`config.mk`:
```
export PLATFORM = sky130hd
export DESIGN_NAME = instruction_fetch_unit
export DESIGN_NICKNAME = d
export VERILOG_FILES = /design/src/rtl/fetch_pkg.sv /design/src/rtl/fetch_pc_counter.sv /design/src/rtl/instruction_fetch_unit.sv
export SDC_FILE = /design/constraint.sdc
export NUM_CORES = 1
export LEC_CHECK = 0
export BUFFER_PORTS_ARGS = -buffer_cell sky130_fd_sc_hd__buf_2
export CAP_MARGIN = 40
export CORE_AREA = 2 2 65 67
export CTS_BUF_LIST = sky130_fd_sc_hd__clkbuf_2
export DETAILED_ROUTE_END_ITERATION = 7
export DIE_AREA = 0 0 67 69
export GPL_ROUTABILITY_DRIVEN = 0
export GPL_TIMING_DRIVEN = 0
export HOLD_SLACK_MARGIN = 0.1
export PLACE_DENSITY = 0.89
export SLEW_MARGIN = 20
export SYNTH_ARGS = -nofsm -noshare
export SYNTH_HDL_FRONTEND = slang
export SYNTH_HIERARCHICAL = 1
export SYNTH_SLANG_ARGS = --single-unit
```
`constraint.sdc`:
```
create_clock -name clk -period 5.6 [get_ports clk]
set_clock_uncertainty 0.05 [all_clocks]
set_input_delay 0.84 -clock clk [delete_from_list [all_inputs] [get_ports clk]]
set_output_delay 0.84 -clock clk [all_outputs]
set_load 0.005 [all_outputs]
```
`src/rtl/fetch_pkg.sv`:
```
// Shared defaults and state encoding for the instruction fetch unit.
// Imported by fetch_pc_counter and instruction_fetch_unit.
package fetch_pkg;

  localparam int ADDR_W_DEF   = 6;
  localparam int INSTR_W_DEF  = 32;
  localparam int RESET_PC_DEF = 0;

  typedef enum logic [1:0] {
    IDLE   = 2'b00,
    RUN    = 2'b01,
    HALTED = 2'b10
  } fetch_state_t;

endpackage

```
`src/rtl/fetch_pc_counter.sv`:
```
// Program counter: branch load beats increment (wraps) beats hold.
// Ports: clk, rst_n (sync, active-low), load, load_val, inc -> pc.
module fetch_pc_counter
  import fetch_pkg::*;
#(
  parameter int ADDR_W   = ADDR_W_DEF,
  parameter int RESET_PC = RESET_PC_DEF
) (
  input  logic              clk,
  input  logic              rst_n,
  input  logic              load,
  input  logic [ADDR_W-1:0] load_val,
  input  logic              inc,
  output logic [ADDR_W-1:0] pc
);

  always_ff @(posedge clk) begin
    if (!rst_n) begin
      pc <= ADDR_W'(RESET_PC);
    end else if (load) begin
      pc <= load_val;
    end else if (inc) begin
      pc <= pc + ADDR_W'(1);
    end
  end

endmodule

```
`src/rtl/instruction_fetch_unit.sv`:
```
// Fetch sequencer: PC -> imem, one-entry valid/ready slot to decode.
// Ports: clk, rst_n (sync, active-low), start, halt_req, branch_taken,
// branch_target, imem_addr, imem_data, instr_out, pc_out, instr_valid,
// instr_ready, busy; fetch_count only when FETCH_COUNT_EN is defined.
module instruction_fetch_unit
  import fetch_pkg::*;
#(
  parameter int ADDR_W   = ADDR_W_DEF,
  parameter int INSTR_W  = INSTR_W_DEF,
  parameter int RESET_PC = RESET_PC_DEF
) (
  input  logic               clk,
  input  logic               rst_n,
  input  logic               start,
  input  logic               halt_req,
  input  logic               branch_taken,
  input  logic [ADDR_W-1:0]  branch_target,
  output logic [ADDR_W-1:0]  imem_addr,
  input  logic [INSTR_W-1:0] imem_data,
  output logic [INSTR_W-1:0] instr_out,
  output logic [ADDR_W-1:0]  pc_out,
  output logic               instr_valid,
  input  logic               instr_ready,
  output logic               busy
`ifdef FETCH_COUNT_EN
  ,
  output logic [15:0]        fetch_count
`endif
);

  fetch_state_t state, state_d;

  logic [ADDR_W-1:0] pc;
  logic slot_free;
  logic xfer;
  logic load;
  logic valid_d;

  assign slot_free = !instr_valid || instr_ready;
  assign xfer      = instr_valid && instr_ready;
  // halt and branch both suppress the load in their cycle
  assign load      = (state == RUN) && !halt_req
                     && !branch_taken && slot_free;
  assign imem_addr = pc;

  fetch_pc_counter #(
    .ADDR_W   (ADDR_W),
    .RESET_PC (RESET_PC)
  ) u_pc (
    .clk      (clk),
    .rst_n    (rst_n),
    .load     (branch_taken),
    .load_val (branch_target),
    .inc      (load),
    .pc       (pc)
  );

  always_comb begin
    state_d = state;
    unique case (state)
      IDLE:    if (start)    state_d = RUN;
      RUN:     if (halt_req) state_d = HALTED;
      HALTED:  if (start)    state_d = RUN;
      default: state_d = IDLE;
    endcase
  end

  always_comb begin
    valid_d = instr_valid;
    if (branch_taken) begin
      valid_d = 1'b0;
    end else if (load) begin
      valid_d = 1'b1;
    end else if (xfer) begin
      valid_d = 1'b0;
    end
  end

  always_ff @(posedge clk) begin
    if (!rst_n) begin
      state       <= IDLE;
      busy        <= 1'b0;
      instr_out   <= '0;
      pc_out      <= '0;
      instr_valid <= 1'b0;
    end else begin
      state       <= state_d;
      busy        <= (state_d == RUN);
      instr_valid <= valid_d;
      if (load) begin
        instr_out <= imem_data;
        pc_out    <= pc;
      end
    end
  end

`ifdef FETCH_COUNT_EN
  always_ff @(posedge clk) begin
    if (!rst_n) begin
      fetch_count <= '0;
    end else if (xfer && (fetch_count != 16'hFFFF)) begin
      fetch_count <= fetch_count + 16'd1;
    end
  end
`endif

endmodule
```
==> impl_results.md <==
- CTS H-tree depth: 2
- FMAX: between 0.4 and 0.5 GHz
- # nets final: ~360
- Startpoint Class: primary input
- Max-Slew Margin vs Limit: between 60% and 70%
- # setup viols final: 0
- Clock sink count: 48
- Initial core utilization: about half
- Fin cells: between 300 and 400
- Post-synth top cells: nand2_1, dfxtp_1, mux2i_1
- First-pass GRT wire length: around 7100 um
- Final antenna-violating net count: 0
- Critical-path maximum fanout: 10
- Synth area leader: dfxtp_1
- Dpl ws: 2960 ps
- Post-synthesis sequential element count: 48
- Post-CTS Hold Buffers: 0
- Crit Path Class: in -> reg
- Seq/Total Area, Yosys: 48.5%
- Gr usage total: 19.7%
- Mapped Area: ~2000 sq um
- Total grt overflow: 0
- Top post-synthesis cells by area: dfxtp_1, mux2i_1, nand2_1, clkbuf_1, nor3b_2
- Clk_lat worst skew: ~410 ps
- DRC Markers: 0
- RSZ-0062 raised after global routing: false
- Rows: 23
- Hold path endpoint: instr_out[14]
- Area of the core: approximately 3900 sq um
- Drt pass-1 iters: 4
- Flop pwr share: 59.2%
- CTS max path bufs: 2
- CTS Buf Count: 5
- Reg-to-Reg Start: state[0]
- Max VDD drop: about 0.16 mV
- Most used cell, CP: nor3b_2
- Setup WS post-layout: 3390 ps
- Max-slew violation count: 0
- P&R area growth vs syn: 28.9%
- Crit share post-route: between 30 and 40%
- Net Sw Power: 146 uW
- Initial antenna violation count: 0
- Die W: about 67 um
- Internal power: around 460 uW
- Run status: finished, final reports clean
- Max incr delay on CP: 350 ps
- Vias in the first global route: approximately 1600
- Post-synth top area share: 48.5%
- Arrival time at the worst endpoint: around 2500 ps
- Hold Path Origin: instr_out[14]
- Largest net degree at the start of global routing: 15
- Leak: between 0.001 and 0.0015 uW
- Mapped Avg Cell Area: around 9.2 sq um
- Cells along the critical path: buf_2, nor3b_2, nor3b_2, buf_4, buf_6, nand3_2, or3_1, a31oi_1
- Worst-Margin Slew: ~470 ps
- Placed Cells: between 300 and 400
- Routed vias: between 1500 and 2000
- Synth Warn #: 6
- WHS: around 420 ps
- Clk network pwr share: a little under 30%
- CTS tree: done
- WHS Path Cells: 2
- Fill count: ~350
- R2r worst-path depth: 7
- Top FF cell, synth: dfxtp_1
- Combinational share of power: 11.0%
- Dpl hpwl: 3240 um
- Drt wl/cell: between 10 and 15 um
- Drt via density: around 4.8
- Cells after Synth: approximately 220
- R2r endpoint: u_pc/pc[5]
- Max-Cap Viols: 0
- Initial DRC Count: between 60 and 70
- N_diodes: 0
- IO Port Bufs: a little under 90
- Worst-path clk slew: ~230 ps
- Die Y: approximately 69 um
- Die area: approximately 4600 sq um
- Setup bufs post-CTS: 0
- I/O pin count: 90
- Cts repair resizes: 0
- Reg2Reg Setup Slack: 3490 ps
- Final Power: between 600 and 700 uW
- Final number of hold-violating endpoints: 0
- EDFF count, synth: 0
- Setup crit end kind: flip-flop
- Cell variety after synth: 29
- Worst path required time: just under 6000 ps
- Most common cell in the netlist: nand2_1
- Async SR Flop Fraction: 0%
- HP Class: reg -> reg
- Syn Nets: 261
- PD cells: 238 nW/um^2
- Routed WL: about 4300 um
- Tmin final: around 2200 ps
- Clock tree root buffer cell: clkbuf_2
- Net Sw Frac: between 20% and 30%
- Proportion of layout cells with a drive suffix above 1: between 30 and 40%
- Final setup TNS: 0 ps
- Critical path's slowest cell: or3_1
-- final cells by class --
| class | count | area, sq um | share of cell area, % |
|---|---|---|---|
| plain buffers | 14 | 86.3 | 3.38 |
| clock buffers | 6 | 30.0 | 1.18 |
| clock inverters | 2 | 35.0 | 1.37 |
| inverters | 1 | 3.75 | 0.147 |
| multi-input cells | 153 | 930 | 36.4 |
| flip-flops and latches | 48 | 961 | 37.6 |
| well taps | 50 | 62.6 | 2.45 |
| repair buffers | 89 | 445 | 17.4 |
-- critical path: cells and delay by family --
kind | cells | cell delay (ps)
AO/OA/AOI/OAI | 1 | 160
buffers and inverters | 3 | 530
AND/OR/NAND/NOR | 4 | 980
-- cells by family (layout without fill, tap and decap cells) --
group                    count (synthesis)  count (layout)  synth area share (%)
AND/OR/NAND/NOR                         96              96                  20.8
AO/OA/AOI/OAI                           13              13                  3.98
flip-flops                              48              48                  48.5
multiplexers                            39              39                  19.7
buffers and inverters                   15             112                  4.55
adder cells (fa/ha/maj)                  1               1                 0.632
XOR/XNOR                                 4               4                  1.77
-- state kept, by name, summed over array words and instances, names as in the netlist --
| signal | count |
|---|---|
| instr_out | 32 |
| pc_out | 6 |
| u_pc/pc | 6 |
| state | 2 |
| busy | 1 |
| instr_valid | 1 |
-- layout by cell type, fill, tap and decap left out, drive strengths merged, types with 2 or more instances in the layout --
master  instances
dfxtp          48
nor2            2
nand3           2
clkbuf         15
mux2i          39
xor2            2
nand2          80
a21oi           2
nand4           2
buf            94
and2            2
xnor2           2
nor3b           3
nor2b           2
o21ai           6
o21a            2
-- metal layers --
metal | vias to the layer above | share of wire (%) | global-route usage (%)
met4 | 0 | 0.97 | 5.22
li1 | 902 | - | -
met5 | - | 0 | 0
met2 | 59 | 47 | 33.8
met3 | 5 | 7.9 | 7.67
met1 | 791 | 44 | 22.4
-- per-stage QoR --
step,utilization (%),cell area [sq um]
finish,65.2,2550
detailed placement,63.6,2490
global route,65.2,2550
global placement,63.6,2490
CTS,65.2,2550
floorplan,-,1980
-- worst max path at each step --
stage	start	endpoint	slack, ps	depth (start not counted)
after floorplan	halt_req	u_pc/pc[5]	3240	7
after global placement	halt_req	u_pc/pc[5]	2970	8
after detailed placement	halt_req	u_pc/pc[5]	2960	8
after CTS	halt_req	u_pc/pc[5]	3440	8
after global routing	halt_req	u_pc/pc[5]	3350	8
final	halt_req	u_pc/pc[5]	3390	8
-- power by group through the flow --
stage | clock network [uW] | logic [uW] | registers (uW)
2_1_floorplan | 0 | 34.6 | 367
5_1_grt | 204 | 75.2 | 362
6_report | 181 | 67.1 | 360
4_1_cts | 189 | 68.1 | 361
3_3_place_gp | 0 | 65.9 | 367
3_5_place_dp | 0 | 68.0 | 367
(Power assumes the default switching activity.)
